$ cat src/rtl/fetch_queue.sv
// Instruction-fetch front end: owns the PC, addresses a combinational IMEM and
// buffers {next-PC, instruction} pairs in a DEPTH-entry ready/valid queue toward decode.
module fetch_queue #(
  parameter int unsigned     XLEN     = 32,
  parameter int unsigned     IW       = 32,
  parameter int unsigned     DEPTH    = 2,
  parameter logic [XLEN-1:0] RESET_PC = '0,
  parameter int unsigned     PC_STEP  = 4
) (
  input  logic                     CLK,
  input  logic                     RSTB,
  input  logic                     CNTEN,
  output logic [XLEN-1:0]          ADDR_OUT_ROM,
  input  logic [IW-1:0]            Inst,
  input  logic                     redirect,
  input  logic [XLEN-1:0]          redirect_pc,
  input  logic                     id_ready,
  output logic                     id_valid,
  output logic [XLEN-1:0]          id_pc,
  output logic [IW-1:0]            id_inst,
  output logic [$clog2(DEPTH):0]   count
);

  localparam int unsigned PTR_W = $clog2(DEPTH);
  localparam int unsigned CNT_W = PTR_W + 1;

  typedef struct packed {
    logic [XLEN-1:0] npc;
    logic [IW-1:0]   inst;
  } entry_t;

  entry_t            mem [DEPTH];
  logic [XLEN-1:0]   pc_q;
  logic [PTR_W-1:0]  wptr_q;
  logic [PTR_W-1:0]  rptr_q;
  logic [CNT_W-1:0]  count_q;

  logic              push_c;
  logic              pop_c;
  logic [XLEN-1:0]   pc_inc_c;
  entry_t            head_c;

  assign pc_inc_c = pc_q + XLEN'(PC_STEP);
  assign id_valid = (count_q != '0);
  assign pop_c    = id_valid & id_ready & ~redirect;
  // A pop in the same cycle frees the slot, so a full queue still accepts a fetch.
  assign push_c   = CNTEN & ~redirect & ((count_q < CNT_W'(DEPTH)) | pop_c);

  always_ff @(posedge CLK or negedge RSTB) begin
    if (!RSTB) begin
      pc_q    <= RESET_PC;
      wptr_q  <= '0;
      rptr_q  <= '0;
      count_q <= '0;
    end else if (redirect) begin
      pc_q    <= redirect_pc;
      wptr_q  <= '0;
      rptr_q  <= '0;
      count_q <= '0;
    end else begin
      if (push_c) begin
        pc_q   <= pc_inc_c;
        wptr_q <= wptr_q + PTR_W'(1);
      end
      if (pop_c) begin
        rptr_q <= rptr_q + PTR_W'(1);
      end
      if (push_c && !pop_c) begin
        count_q <= count_q + CNT_W'(1);
      end else if (pop_c && !push_c) begin
        count_q <= count_q - CNT_W'(1);
      end
    end
  end

  // Payload storage carries no reset; validity is tracked by count_q alone.
  always_ff @(posedge CLK) begin
    if (push_c) begin
      mem[wptr_q].npc  <= pc_inc_c;
      mem[wptr_q].inst <= Inst;
    end
  end

  assign head_c       = mem[rptr_q];
  assign id_pc        = id_valid ? head_c.npc  : '0;
  assign id_inst      = id_valid ? head_c.inst : '0;
  assign ADDR_OUT_ROM = pc_q;
  assign count        = count_q;

endmodule
$ cat config.mk
export PLATFORM = sky130hd
export DESIGN_NAME = fetch_queue
export DESIGN_NICKNAME = d
export VERILOG_FILES = /design/src/rtl/fetch_queue.sv
export SDC_FILE = /design/constraint.sdc
export NUM_CORES = 1
export LEC_CHECK = 0
export CAP_MARGIN = 20
export CORE_ASPECT_RATIO = 0.7
export CORE_MARGIN = 3
export CORE_UTILIZATION = 50
export DETAILED_ROUTE_END_ITERATION = 8
export GPL_ROUTABILITY_DRIVEN = 0
export PLACE_DENSITY = 0.81
export SETUP_SLACK_MARGIN = 0.4
export SKIP_LAST_GASP = 1
export SYNTH_ARGS = -nofsm -noshare
export SYNTH_HDL_FRONTEND = slang
export SYNTH_SLANG_ARGS = --single-unit
$ cat constraint.sdc
create_clock -name CLK -period 7.3 [get_ports CLK]
set_input_delay 1.46 -clock CLK [delete_from_list [all_inputs] [get_ports CLK]]
set_output_delay 1.46 -clock CLK [all_outputs]
set_load 0.02 [all_outputs]
==> run summary, run 1 <==
Top sig layer = met4
# clock sinks = 164
Buffers on Ports = 167
Die area = 16000 um^2
RSZ-0062 raised after global routing = no
Endpoints failing hold = 0
Final Slew Violations = 0
Yosys top cell by area = edfxtp_1
Clock root buffer = clkbuf_16
Area grow syn2layout = 33.9%
Row count = 36
Met2 WL = 7550 um
Ports = 168
Initial DRC Count = 283
Hold_sp = ADDR_OUT_ROM[0]$_DFFE_PN0P_
Post-synth top area share = 0.532
CTS Hold Bufs = 0
Number of synthesized register bits = 164
Worst skew pair latency = 0.42 ns
Most frequent cells in the layout = 165 x clkdlybuf4s50_1, 128 x edfxtp_1, 77 x nor2_1
Synthesized instance count = 561
Die X-Extent = 150 um
Pleak = 3.32 nW
Compound-Gate Fraction of Synth Area = 0.0242
CTS max path bufs = 2
DR vias/cell = 5.34
Largest family of logic cells by synthesized area = simple AND/OR/NAND/NOR gates
Ranking of synthesized cells by area = edfxtp_1 53%, dfrtp_1 12%, mux2i_1 9.0%
Worst setup path category = flop to primary output
Num CTS Buffers = 17
Yosys Warn Count = 0
Initial antenna violation count = 0
Syn Area/Cell = 12.9 um^2
Final core utilization = 0.691
Net Count, Synth = 631
Total congestion overflow = 0
PD cells = 242 nW/um^2
CP max stage cell = nor2_4
Worst-path maximum fanout = 37
Cells resized by post-CTS repair = 0
Register Area = 4750 um^2
Antenna Cells = 0
Starting density of the core = 0.516
Proportion of synthesized area in mux cells = 0.0947
GRT Util Overall = 0.210
Number of global-route vias before repair = 4953
H-tree depth = 4
CTS tree = done
Finish-stage setup viols = 0
ANT nets after route = 0
Post-route setup slack = 3.17 ns
Adder-cell area share of the yosys netlist = 0.00173
Worst-path clk slew = 0.07 ns
Share of layout cells above drive strength 1 = 0.0790
Simple-gate share of the synthesized area = 0.128
Post-Syn Area = 7230 um^2
Max incr delay on CP = 0.57 ns
Setup_tns = 0 ns
Area of the multi-input gates = 2340 um^2
Die H = 107 um
Largest net degree at the start of global routing = 68
Final net count = 791
Fin Hold WS = 0.513 ns
Final worst clock skew = 0.00743 ns
Worst slack, placed = 2.66 ns
Reg2Reg Depth = 5
Cell Chain, Critical Path = nor2_4 -> buf_4 -> nor2_1 -> clkdlybuf4s50_1
Placeable Area = 14000 um^2
Sequential share of the synthesized area = 0.657
# Max-Cap Violations = 0
Drt wl/cell = 17.7 um
# fillers = 988
Final period util = 0.566
Met3 WL = 1530 um
Worst Tran Pin Value = 0.999 ns
Synth cell types = 37
Drc violations = 0
Worst Path Arrival = 2.67 ns
Commonest non-fill, non-tap cell in the layout = clkdlybuf4s50_1
Vias = 4931
HPWL Detailed = 11000 um
Critical Path Start Type = flop
Min cycle time layout = 4.13 ns
Number of detailed-route iterations in the first pass = 5
Peak VDD IR = 0.183 mV
Worst hold path class = flop to flop
Rel. slew slack = 0.329
Post-CTS Setup Inserts = 0
CP required = 5.84 ns
Hold Path Cell Cnt = 0
Status = complete, no violations
R2R Setup Slk = 4.57 ns
Detailed Route WL = 16300 um
Synth Area in XOR/XNOR = 0.0715
WL met1 = 7120 um
Hold worst-path end = mem[0][32]$_DFFE_PP_
Reg-to-reg endpoint = mem[1][54]$_DFFE_PP_
Wire length of the first global-routing pass = 25900 um
Timing-limited maximum frequency = 242 MHz
Total power = 0.00234 W
CP Capture Type = primary output
Launching point of the worst reg2reg path = count[1]$_DFFE_PN0P_
worst max-delay path by stage:
stage	start	end	slack, ns	cells after the start
after detailed placement	id_ready	mem[1][57]$_DFFE_PP_	2.66	5
after floorplan	redirect	mem[0][0]$_DFFE_PP_	0.45	3
after global placement	id_ready	mem[1][57]$_DFFE_PP_	2.81	5
after global routing	count[0]$_DFFE_PN0P_	id_pc[1]	2.98	4
final	count[1]$_DFFE_PN0P_	id_pc[21]	3.17	4
after CTS	id_ready	mem[1][44]$_DFFE_PP_	3.06	5
area by class of cell:
| cell class | count | share of cell area |
|---|---|---|
| Clock buffer | 17 | 0.0440 |
| Clock inverter | 15 | 0.0168 |
| Inverter | 5 | 0.00194 |
| Multi-Input combinational cell | 359 | 0.242 |
| Sequential cell | 164 | 0.491 |
| Tap cell | 190 | 0.0246 |
| Timing Repair Buffer | 174 | 0.180 |
synthesized netlist by cell type, drive strengths merged:
master / instances
mux2: 3
or2: 1
nand2: 51
or3: 1
nand3: 14
nor3b: 1
and2: 2
a21o: 1
nor2: 82
a21oi: 2
o211ai: 1
or4: 2
o21ai: 30
ha: 1
and3: 7
and4: 2
nor2b: 1
xnor2: 33
buf: 15
xor2: 26
nor3: 8
clkbuf: 18
mux2i: 65
inv: 5
nand3b: 1
nand4: 14
edfxtp: 128
nor4: 6
nand2b: 4
dfrtp: 36
flip-flops by register name, summed over array words and instances (netlist names):
register,cells
ADDR_OUT_ROM,32
count,2
mem,128
rptr_q,1
wptr_q,1
cells by family after synthesis:
kind of cell               count (synthesis)
adders and majority gates                  1
DFF                                      164
and+or+nand+nor                          197
buffers and inverters                     38
muxes                                     68
AOI/OAI and AO/OA                         34
xor gates and xnor gates                  59
power by group:
group / internal (W) / switching [W]
Sequential: 0.00107 / 0.0000506
Clock: 0.000458 / 0.000398
Combinational: 0.000175 / 0.000192
Total: 0.00170 / 0.000641
through the flow:
stage,std cells,instance area [um^2]
6_report,924,9680
3_5_place_dp,890,9050
3_3_place_gp,889,9040
5_1_grt,924,9680
2_1_floorplan,561,7230
4_1_cts,922,9630
per-layer routing:
metal | vias up | GRT usage
li1 | 2321 | -
met5 | - | 0
met1 | 2366 | 0.297
met2 | 225 | 0.318
met3 | 19 | 0.0629
met4 | 0 | 0.0587
worst max-delay path: cells and delay by family, from the launching register on:
| kind | cells | cell delay, ns |
|---|---|---|
| buf+inv | 2 | 1.04 |
| simple gates | 2 | 0.72 |
| flops | 1 | 0.47 |
No activity file was read; power rests on OpenSTA's default activity.
==> run 2: changes to the inputs <==
clock period = 4 ns   (was 7.3 ns; I/O delays follow)
==> run summary, run 2 (synthesized netlist as in run 1, its figures left out) <==
Min cycle time layout = 3.24 ns
Reg-to-reg endpoint = mem[1][60]$_DFFE_PP_
Final net count = 792 (+0.13%)
CTS Hold Bufs = 0 (unchanged)
Clock root buffer = clkbuf_16
Met3 WL = 1510 um (-1.4%)
Max reg flops = 128 (unchanged)
Initial antenna violation count = 0 (unchanged)
Buffers on Ports = 167 (unchanged)
Number of detailed-route iterations in the first pass = 5 (unchanged)
Post-CTS Setup Inserts = 0 (unchanged)
H-tree depth = 4 (unchanged)
Worst-path clk slew = 0.06 ns (about the same)
Die area = 16000 um^2 (unchanged)
PD cells = 437 nW/um^2 (+80%)
# Max-Cap Violations = 0 (unchanged)
Rel. slew slack = 0.409 (+0.0800)
Met2 WL = 7020 um (-7.0%)
Endpoints failing hold = 0 (unchanged)
Drt wl/cell = 17.7 um (about the same)
Worst skew pair latency = 0.42 ns (about the same)
Starting density of the core = 0.516 (unchanged)
Cell Chain, Critical Path = buf_12 -> mux2i_1 -> nor2_1 -> clkdlybuf4s50_1
Share of layout cells above drive strength 1 = 0.0735 (-0.00555)
CTS tree = done
Detailed Route WL = 16400 um (+0.12%)
Worst Tran Pin Value = 0.880 ns (-0.119 ns)
Worst Path Arrival = 2.44 ns (-0.23 ns)
Total power = 0.00420 W (+79%)
Max incr delay on CP = 0.73 ns (+0.16 ns)
Worst-path maximum fanout = 40 (+8.1%)
Pleak = 3.28 nW (-1.1%)
Worst hold path class = input pin to async pin
Die X-Extent = 150 um (unchanged)
GRT Util Overall = 0.211 (+0.00135)
WL met1 = 7620 um (+7.0%)
Crit. Startpoint = rptr_q$_DFFE_PN0P_
Post-route setup slack = 0.757 ns (-2.41 ns)
Placeable Area = 14000 um^2 (unchanged)
CP max stage cell = dfrtp_4
DR vias/cell = 5.25 (-1.6%)
Final Slew Violations = 0 (unchanged)
Num CTS Buffers = 17 (unchanged)
Worst setup path category = flop to primary output
Wire length of the first global-routing pass = 25700 um (-0.96%)
Area grow syn2layout = 33.3%
Final core utilization = 0.688 (-0.00321)
CP top delay family = buffers and inverters
Worst slack, placed = 1.00 ns (-1.66 ns)
Die H = 107 um (unchanged)
Total congestion overflow = 0 (unchanged)
Final worst clock skew = 0.00743 ns (-0.00000419 ns)
Finish-stage setup viols = 0 (unchanged)
Top sig layer = met4
RSZ-0062 raised after global routing = no
Vias = 4859 (-1.5%)
CP Capture Type = primary output
Biggest register = mem
Cells resized by post-CTS repair = 0 (unchanged)
Number of global-route vias before repair = 4807 (-2.9%)
Reg2Reg Depth = 6 (+1)
Peak VDD IR = 0.335 mV (+83%)
Buf/Inv on CP = 2 (unchanged)
Ports = 168 (unchanged)
Status = complete, no violations
Most frequent cells in the layout = 165 x clkdlybuf4s50_1, 128 x edfxtp_1, 77 x nor2_1
Commonest non-fill, non-tap cell in the layout = clkdlybuf4s50_1
Row count = 36 (unchanged)
Fin Hold WS = 0.502 ns (-0.0114 ns)
Timing-limited maximum frequency = 308 MHz
CP required = 3.20 ns (-2.64 ns)
Initial DRC Count = 354 (+25%)
# clock sinks = 164 (unchanged)
Critical Path Start Type = flop
CTS max path bufs = 2 (unchanged)
Antenna Cells = 0 (unchanged)
Final period util = 0.811
HPWL Detailed = 11300 um (+3.0%)
Launching point of the worst reg2reg path = ADDR_OUT_ROM[2]$_DFFE_PN0P_
Drc violations = 0 (unchanged)
ANT nets after route = 0 (unchanged)
R2R Setup Slk = 1.48 ns (-3.09 ns)
Largest net degree at the start of global routing = 65 (-4.4%)
## run 2: changes by cell type in the layout (fill, tap and decap cells not counted), sizes merged
cell / change
clkbuf: +3
clkinvlp: +4
clkinv: -2
bufinv: +1
buf: +1
inv: -6
## run 2: metal layers
layer / global-route usage / up-vias
li1: - / 2319
met5: 0 / -
met2: 0.305 / 228
met4: 0.0627 / 0
met1: 0.313 / 2286
met3: 0.0625 / 26
## run 2: how the worst max path moves through the flow
stage	to	slack [ns]	cells after the start
finish	id_inst[19]	0.76	4
global route	id_valid	0.61	4
CTS	id_pc[1]	0.72	4
detailed placement	mem[1][21]$_DFFE_PP_	1.00	5
global placement	mem[1][21]$_DFFE_PP_	1.10	5
floorplan	mem[0][0]$_DFFE_PP_	-0.23	3
## run 2: power by group
part           switching (W)  total [W]  internal [W]
clock               0.000631    0.00148      0.000853
combinational       0.000355   0.000674      0.000319
sequential         0.0000927    0.00205       0.00195
## run 2: per-stage QoR
step                area, um^2  setup TNS [ns]  instances
detailed placement        9090               0        893
CTS                       9630               0        925
finish                    9630               0        925
global route              9630               0        925
floorplan                 7240          -28.14        561
global placement          9090               0        893
## run 2: final cells by class
| class | instances | area [um^2] |
|---|---|---|
| clock inverter | 12 | 108 |
| tap | 190 | 238 |
| clock buffer | 20 | 437 |
| sequential | 164 | 4750 |
| timing repair buffer | 175 | 1730 |
| multi-input combinational | 359 | 2350 |
| inverter | 5 | 18.8 |
| fill | 980 | 4380 |
